## src/rtl/run_monitor_if.sv

```systemverilog
// Core-to-monitor bundle: the core's per-cycle trace inputs plus the monitor's result outputs.
// CNT_W must match the CNT_W of the run_monitor attached to the slave side.
interface run_monitor_if #(
  parameter int unsigned CNT_W = 32
);
  logic             en;
  logic [31:0]      Instr;
  logic [31:0]      PC;
  logic             MemWrite;
  logic [31:0]      DataAdr;
  logic [31:0]      WriteData;
  logic [31:0]      hash;
  logic [CNT_W-1:0] cycles;
  logic [1:0]       status;
  logic             done;

  modport master (
    output en, Instr, PC, MemWrite, DataAdr, WriteData,
    input  hash, cycles, status, done
  );

  modport slave (
    input  en, Instr, PC, MemWrite, DataAdr, WriteData,
    output hash, cycles, status, done
  );
endinterface

```

## src/rtl/run_monitor.sv

```systemverilog
// End-of-run checker for the multicycle RISC-V core: hashes the Instr/PC/store trace, counts
// enabled cycles and latches PASS/FAIL on the first store, or TIMEOUT if no store arrives in time.
module run_monitor #(
  parameter logic [31:0] PASS_ADDR      = 32'd44,
  parameter logic [31:0] PASS_DATA      = 32'd8,
  parameter int unsigned TIMEOUT_CYCLES = 1000,
  parameter int unsigned CNT_W          = 32
) (
  input  logic         clk,
  input  logic         reset,
  run_monitor_if.slave bus
);

  // Encoding doubles as the status output value.
  typedef enum logic [1:0] {
    StRun     = 2'b00,
    StPass    = 2'b01,
    StFail    = 2'b10,
    StTimeout = 2'b11
  } state_e;

  localparam logic [CNT_W:0] TimeoutVal = (CNT_W + 1)'(TIMEOUT_CYCLES);

  state_e           state_q, state_d;
  logic [31:0]      hash_q, hash_d;
  logic [CNT_W-1:0] cycles_q, cycles_d;
  logic             done_q;

  logic [31:0]      h1;
  logic [CNT_W:0]   cnt_inc;
  logic             active;
  logic             store_ok;
  logic             timeout_hit;

  always_comb begin
    active      = (state_q == StRun) && bus.en;
    h1          = hash_q ^ bus.Instr ^ bus.PC ^ (bus.MemWrite ? bus.WriteData : 32'd0);
    cnt_inc     = {1'b0, cycles_q} + (CNT_W + 1)'(1);
    store_ok    = (bus.DataAdr == PASS_ADDR) && (bus.WriteData == PASS_DATA);
    timeout_hit = (TIMEOUT_CYCLES != 0) && (cnt_inc == TimeoutVal);
  end

  always_comb begin
    state_d  = state_q;
    hash_d   = hash_q;
    cycles_d = cycles_q;
    if (active) begin
      hash_d   = {h1[30:0], h1[9] ^ h1[29] ^ h1[30] ^ h1[31]};
      // Carry-out means the counter is already all-ones: hold it there.
      cycles_d = cnt_inc[CNT_W] ? cycles_q : cnt_inc[CNT_W-1:0];
      if (bus.MemWrite) begin
        state_d = store_ok ? StPass : StFail;
      end else if (timeout_hit) begin
        state_d = StTimeout;
      end
    end
  end

  always_ff @(posedge clk) begin
    if (reset) begin
      state_q  <= StRun;
      hash_q   <= 32'd0;
      cycles_q <= '0;
      done_q   <= 1'b0;
    end else begin
      state_q  <= state_d;
      hash_q   <= hash_d;
      cycles_q <= cycles_d;
      done_q   <= (state_d != StRun);
    end
  end

  assign bus.hash   = hash_q;
  assign bus.cycles = cycles_q;
  assign bus.status = state_q;
  assign bus.done   = done_q;

endmodule

```

## src/flat_wrapper.sv

```systemverilog
// flat-port wrapper written by rule: the top's interface ports become plain ports
module run_monitor_flat 
#(
  parameter logic [31:0] PASS_ADDR      = 32'd44,
  parameter logic [31:0] PASS_DATA      = 32'd8,
  parameter int unsigned TIMEOUT_CYCLES = 1000,
  parameter int unsigned CNT_W          = 32
)
  (clk, reset, bus_en, bus_Instr, bus_PC, bus_MemWrite, bus_DataAdr, bus_WriteData, bus_hash, bus_cycles, bus_status, bus_done);
  run_monitor_if #(.CNT_W(CNT_W)) bus_i ();
  input  logic clk;
  input  logic reset;
  input wire logic [$bits(bus_i.en)-1:0] bus_en;
  input wire logic [$bits(bus_i.Instr)-1:0] bus_Instr;
  input wire logic [$bits(bus_i.PC)-1:0] bus_PC;
  input wire logic [$bits(bus_i.MemWrite)-1:0] bus_MemWrite;
  input wire logic [$bits(bus_i.DataAdr)-1:0] bus_DataAdr;
  input wire logic [$bits(bus_i.WriteData)-1:0] bus_WriteData;
  output wire logic [$bits(bus_i.hash)-1:0] bus_hash;
  output wire logic [$bits(bus_i.cycles)-1:0] bus_cycles;
  output wire logic [$bits(bus_i.status)-1:0] bus_status;
  output wire logic [$bits(bus_i.done)-1:0] bus_done;
  assign bus_i.en = bus_en;
  assign bus_i.Instr = bus_Instr;
  assign bus_i.PC = bus_PC;
  assign bus_i.MemWrite = bus_MemWrite;
  assign bus_i.DataAdr = bus_DataAdr;
  assign bus_i.WriteData = bus_WriteData;
  assign bus_hash = bus_i.hash;
  assign bus_cycles = bus_i.cycles;
  assign bus_status = bus_i.status;
  assign bus_done = bus_i.done;
  run_monitor #(.PASS_ADDR(PASS_ADDR), .PASS_DATA(PASS_DATA), .TIMEOUT_CYCLES(TIMEOUT_CYCLES), .CNT_W(CNT_W)) u_core (.clk(clk), .reset(reset), .bus(bus_i));
endmodule
```

## config.mk

```make
export PLATFORM = sky130hd
export DESIGN_NAME = run_monitor_flat
export DESIGN_NICKNAME = d
export VERILOG_FILES = /design/src/rtl/run_monitor_if.sv /design/src/rtl/run_monitor.sv /design/src/flat_wrapper.sv
export SDC_FILE = /design/constraint.sdc
export NUM_CORES = 1
export LEC_CHECK = 0
export CAP_MARGIN = 20
export CORE_ASPECT_RATIO = 1.4
export CORE_UTILIZATION = 38
export DETAILED_ROUTE_END_ITERATION = 16
export PLACE_DENSITY = 0.8
export SLEW_MARGIN = 20
export SYNTH_ARGS = -nofsm -noshare
export SYNTH_HDL_FRONTEND = slang
export SYNTH_SLANG_ARGS = --single-unit
export TNS_END_PERCENT = 30
```

## constraint.sdc

```tcl
create_clock -name clk -period 3.8 [get_ports clk]
set_input_delay 0.38 -clock clk [delete_from_list [all_inputs] [get_ports clk]]
set_output_delay 0.38 -clock clk [all_outputs]
set_load 0.02 [all_outputs]
```

==> flow_metrics.env, run 1 <==
export IMPL_holdBufCountCts=0
export IMPL_crit_path_max_fanout=7
export IMPL_critPathMaxStageDelay_ps=580
export IMPL_grt_pass1_vias=4618
export IMPL_hold_viol_final=0
export IMPL_place_area_um2=6420
export IMPL_final_cell_mix="clkdlybuf4s50_1 (197), xnor2_1 (92), nor2_1 (85), dfxtp_1 (67), nand2_1 (60)"
export IMPL_synth_seq_cells=67
export IMPL_report_final_slew_viol_count=0
export IMPL_path_buf_inv=0
export IMPL_ys_seq_area_share_pct=30.7
export IMPL_hold_slack_ps=524
export IMPL_cts_buffers=9
export IMPL_crit_chain="ha_1 -> and3_1 -> nand2_1 -> or4_1 -> a21oi_1 -> nand4_1 -> or4_4 -> a211oi_2"
export IMPL_crit_type="flip-flop to flip-flop"
export IMPL_period_needed_ps=2800
export IMPL_cts_resized=0
export IMPL_die_y_um=129
export IMPL_synth_cell_types=52
export IMPL_finalSetupViolCount=0
export IMPL_syn_area_per_cell_um2=7.98
export IMPL_p_per_area_nw_per_um2=335
export IMPL_ios=199
export IMPL_status="finished, final reports clean"
export IMPL_start_kind="flip-flop"
export IMPL_cpLargestDelayFamily="simple AND/OR/NAND/NOR gates"
export IMPL_num_antenna_cells=0
export IMPL_antenna_found_initial=0
export IMPL_ir_drop_mv=0.174
export IMPL_cts_clk_slew_worst_paths_ps=50
export IMPL_drt_iter0_markers=199
export IMPL_grtUsageTotal_pct=25.0
export IMPL_cap_violations=0
export IMPL_synth_area_top_cells="dfxtp_1 (31%), xnor2_1 (18%), xor2_1 (9.0%)"
export IMPL_hp_class="flip-flop to flip-flop"
export IMPL_dr_pass1_iters=7
export IMPL_final_common_cell="clkdlybuf4s50_1"
export IMPL_grt_first_pass_wirelength_um=22900
export IMPL_synth_area_leader_cell="dfxtp_1"
export IMPL_maxSlewHeadroom_pct=40.9
export IMPL_cts_htree_levels=3
export IMPL_synth_ff_type="dfxtp_1"
export IMPL_post_cts_setup_buffer_count=0
export IMPL_syn_nets=682
export IMPL_clock_latency_ps=330
export IMPL_final_cells=876
export IMPL_tritoncts="built"
export IMPL_port_buffers=198
export IMPL_wl_per_cell_um=16.7
export IMPL_syn_instance_count=548
export IMPL_final_nets=862
export IMPL_ys_warnings_count=0
export IMPL_clockBufferDepth=2
export IMPL_async_flop_share_pct=0
export IMPL_dp_cells=861
export IMPL_critPathRequiredTime_ps=4040
export IMPL_final_cell_area_um2=6720
export IMPL_syn_area_um2=4370
export IMPL_die_area_um2=12000
export IMPL_worst_path_max_delay_cell="or4_1"
export IMPL_worstMarginPinSlew_ps=880
export IMPL_drive_gt1_share_pct=4.10
export IMPL_core_area_um2=11300
export IMPL_cts_root_buf="clkbuf_16"
export IMPL_rsz0062_at_grt="no"
export IMPL_synth_edff_count=0
export IMPL_cp_data_arrival_time_ps=3040
export IMPL_clock_sinks=67
export IMPL_min_period_over_period_pct=73.6
export IMPL_via_per_inst=5.30
export IMPL_fin_skew_ps=4.98
export IMPL_end_kind="flip-flop"
export IMPL_die_x_um=92.7
export IMPL_ant_nets=0
export IMPL_max_freq_mhz=357
export IMPL_floorplan_initialDensity_pct=38.8
export IMPL_synth_top_area_share_pct=30.7
export IMPL_fp_row_count=46
export IMPL_grt_max_degree=65
export IMPL_fin_tns_setup_ps=0
export IMPL_syn2layout_area_growth_pct=53.5
export IMPL_leakage_nw=2.25
export IMPL_drc=0
export IMPL_num_vias=4642
export IMPL_finalWirelength_um=14700
export IMPL_dp_hpwl_um=11800
export IMPL_grt_ovfl_total=0
export IMPL_gp_congestion=1.01
==> where the power goes <==
group          total, mW  internal (mW)  switching [mW]
sequential         0.799          0.748          0.0502
clock              0.842          0.539           0.303
combinational      0.609          0.344           0.266
total               2.25           1.63           0.619
==> state kept, by name (all words and copies together), names as in the netlist <==
signal             count
u_core.bus.cycles     32
u_core.bus.done        1
u_core.bus.hash       32
u_core.bus.status      2
==> stage by stage <==
step | setup slack, ps | total power [mW] | utilization, %
final | 1000 | 2.25 | 59.5
after CTS | 1020 | 2.26 | 59.5
after floorplan | 1120 | 1.13 | -
after detailed placement | 1030 | 1.43 | 56.9
after global routing | 711 | 2.34 | 59.5
after global placement | 1010 | 1.41 | 56.9
==> worst min-delay path: cells and delay by family, from the launching register on <==
family | cells | cell delay, ps
AO/OA/AOI/OAI | 1 | 50
flip-flops | 1 | 320
AND/OR/NAND/NOR | 1 | 100
==> worst paths after layout <==
check / to / cells past startpoint / from / slack [ps]
min reg2reg: u_core.bus.hash[30] / 2 / u_core.bus.hash[30] / 520
min: u_core.bus.hash[30] / 2 / u_core.bus.hash[30] / 520
max reg2reg: u_core.bus.done / 8 / u_core.bus.cycles[0] / 1000
max: u_core.bus.done / 8 / u_core.bus.cycles[0] / 1000
==> area by class of cell <==
cell class                 instances  area (um2)
clock buffer                      13         260
clock inverter                     2        35.0
fill                            1042        4560
inverter                           2        7.51
multi-input combinational        446        2890
sequential                        67        1340
tap                              144         180
timing repair buffer             202        2010
==> per-layer routing <==
metal  GRT usage (%)  wire length, um  part of all wire [%]
met5               0                0                     0
met4            11.3              565                   3.9
met3            4.91             1210                   8.2
met2            46.3             7670                    52
met1            27.2             5220                    36
==> cells by family (layout without fill, tap and decap cells) <==
| group | Yosys count | count (layout) | synth area share (%) |
|---|---|---|---|
| AO/OA/AOI/OAI | 53 | 53 | 9.01 |
| flip-flops | 67 | 67 | 30.7 |
| multiplexers | 2 | 2 | 0.486 |
| adder cells (fa/ha/maj) | 2 | 2 | 0.572 |
| XOR/XNOR | 137 | 137 | 27.4 |
| AND/OR/NAND/NOR | 252 | 252 | 28.4 |
| buffers and inverters | 35 | 219 | 3.40 |
==> Yosys cell counts (all sizes together), types with 4 or more instances <==
library cell and count:
xnor2 92, nor2 85, dfxtp 67, nand2 60, xor2 45, a211oi 35, clkbuf 24, nor4 21
nor3 20, nand4 19, nand3 15, buf 9, o21ai 5, or3 4, or4 4
Power figures use the tool's default switching activity.
==> inputs of run 2 (changes only) <==
- clock period: 3.8 -> 2.8 ns (I/O delays scaled with it)
==> flow_metrics.env, run 2 (same netlist as run 1, synthesis figures left out) <==
export IMPL_grt_pass1_vias=4657
export IMPL_fin_ws_ps=184
export IMPL_start_kind="flip-flop"
export IMPL_gp_congestion=0.941
export IMPL_drt_iter0_markers=182
export IMPL_place_area_um2=6560
export IMPL_whs_path_depth=2
export IMPL_via_per_inst=5.23
export IMPL_status="finished, final reports clean"
export IMPL_critPathRequiredTime_ps=3040
export IMPL_final_common_cell="clkdlybuf4s50_1"
export IMPL_ir_drop_mv=0.287
export IMPL_dp_hpwl_um=12300
export IMPL_fin_skew_ps=5.85
export IMPL_grtUsageTotal_pct=25.2
export IMPL_hold_viol_final=0
export IMPL_crit_end="u_core.bus.status[1]"
export IMPL_final_cell_area_um2=6880
export IMPL_p_per_area_nw_per_um2=442
export IMPL_num_antenna_cells=0
export IMPL_clock_sinks=67
export IMPL_grt_max_degree=65
export IMPL_fin_tns_setup_ps=0
export IMPL_rsz0062_at_grt="no"
export IMPL_end_kind="flip-flop"
export IMPL_cts_buffers=9
export IMPL_finalWirelength_um=14900
export IMPL_core_area_um2=11300
export IMPL_ios=199
export IMPL_critPathLaunch="u_core.bus.cycles[11]"
export IMPL_holdBufCountCts=0
export IMPL_power_mw=3.04
export IMPL_fillers=1014
export IMPL_final_cell_mix="clkdlybuf4s50_1 (197), xnor2_1 (92), nor2_1 (84), dfxtp_1 (67), nand2_1 (60)"
export IMPL_period_needed_ps=2620
export IMPL_cp_data_arrival_time_ps=2860
export IMPL_ant_nets=0
export IMPL_fp_row_count=46
export IMPL_finalSetupViolCount=0
export IMPL_port_buffers=198
export IMPL_min_period_over_period_pct=93.4
export IMPL_die_area_um2=12000
export IMPL_report_final_slew_viol_count=0
export IMPL_maxSlewHeadroom_pct=52.4
export IMPL_floorplan_initialDensity_pct=38.8
export IMPL_num_vias=4700
export IMPL_pre_cts_ws_ps=92.4
export IMPL_hp_class="primary input to flip-flop"
export IMPL_cts_root_buf="clkbuf_16"
export IMPL_reg2reg_from="u_core.bus.cycles[11]"
export IMPL_clockBufferDepth=2
export IMPL_clock_latency_ps=330
export IMPL_die_y_um=129
export IMPL_syn2layout_area_growth_pct=57.4
export IMPL_cts_clk_slew_worst_paths_ps=50
export IMPL_grt_ovfl_total=0
export IMPL_crit_path_max_fanout=8
export IMPL_antenna_found_initial=0
export IMPL_final_nets=883
export IMPL_dr_pass1_iters=4
export IMPL_r2r_cells=7
export IMPL_leakage_nw=2.35
export IMPL_reg2reg_slack_ps=180
export IMPL_wl_per_cell_um=16.6
export IMPL_worstMarginPinSlew_ps=707
export IMPL_drc=0
export IMPL_max_freq_mhz=382
export IMPL_crit_type="flip-flop to flip-flop"
export IMPL_tritoncts="built"
export IMPL_die_x_um=92.7
export IMPL_grt_first_pass_wirelength_um=23000
export IMPL_crit_reg2reg_capture="u_core.bus.status[1]"
export IMPL_cap_violations=0
export IMPL_drive_gt1_share_pct=7.29
export IMPL_cts_htree_levels=3
## run 2: through the flow
| stage | util, % | instances | hold slack, ps |
|---|---|---|---|
| 6_report | 61.0 | 898 | 466 |
| 5_1_grt | 61.0 | 898 | 507 |
| 4_1_cts | 60.8 | 896 | 470 |
| 3_5_place_dp | 58.2 | 880 | 524 |
| 3_3_place_gp | 58.2 | 880 | 508 |
| 2_1_floorplan | - | 548 | 471 |
## run 2: area by class of cell
| class | count | area [um2] | area share [%] |
|---|---|---|---|
| Inverter | 2 | 7.51 | 0.109 |
| Clock buffer | 11 | 243 | 3.53 |
| Multi-Input combinational cell | 446 | 2890 | 42.0 |
| Clock inverter | 5 | 52.6 | 0.763 |
| Timing Repair Buffer | 223 | 2160 | 31.4 |
| Sequential cell | 67 | 1340 | 19.5 |
| Tap cell | 144 | 180 | 2.62 |
## run 2: how the worst min path moves through the flow
stage	start	end	slack (ps)
floorplan	reset	u_core.bus.status[0]	470
global placement	u_core.bus.hash[31]	u_core.bus.hash[31]	510
detailed placement	u_core.bus.hash[27]	u_core.bus.hash[27]	520
CTS	reset	u_core.bus.cycles[11]	470
global route	reset	u_core.bus.cycles[4]	510
finish	reset	u_core.bus.cycles[11]	470
## run 2: metal layers
layer | up-vias | share of wire [%] | global-route usage (%)
li1 | 2292 | - | -
met1 | 2136 | 38 | 26.6
met2 | 221 | 52 | 46.1
met3 | 51 | 5.7 | 4.79
met4 | 0 | 5.0 | 14.9
met5 | - | 0 | 0
## run 2: critical path, cell delays in order, from the launching register on
cell and delay, ps:
dfxtp_1 490, nand4_1 160, or2_2 320, or4_4 540
a211oi_2 150, o22ai_1 100, or4_4 590, a211oi_2 180
## run 2: repair_timing
item	CTS	global route
resized for setup	0	2
buffers inserted	0	2
endpoints found under the setup margin	0	3
## run 2: where the power goes
group          switching, mW  total, mW  internal (mW)
clock                  0.418       1.13          0.709
combinational          0.359      0.832          0.473
sequential            0.0663       1.08           1.02
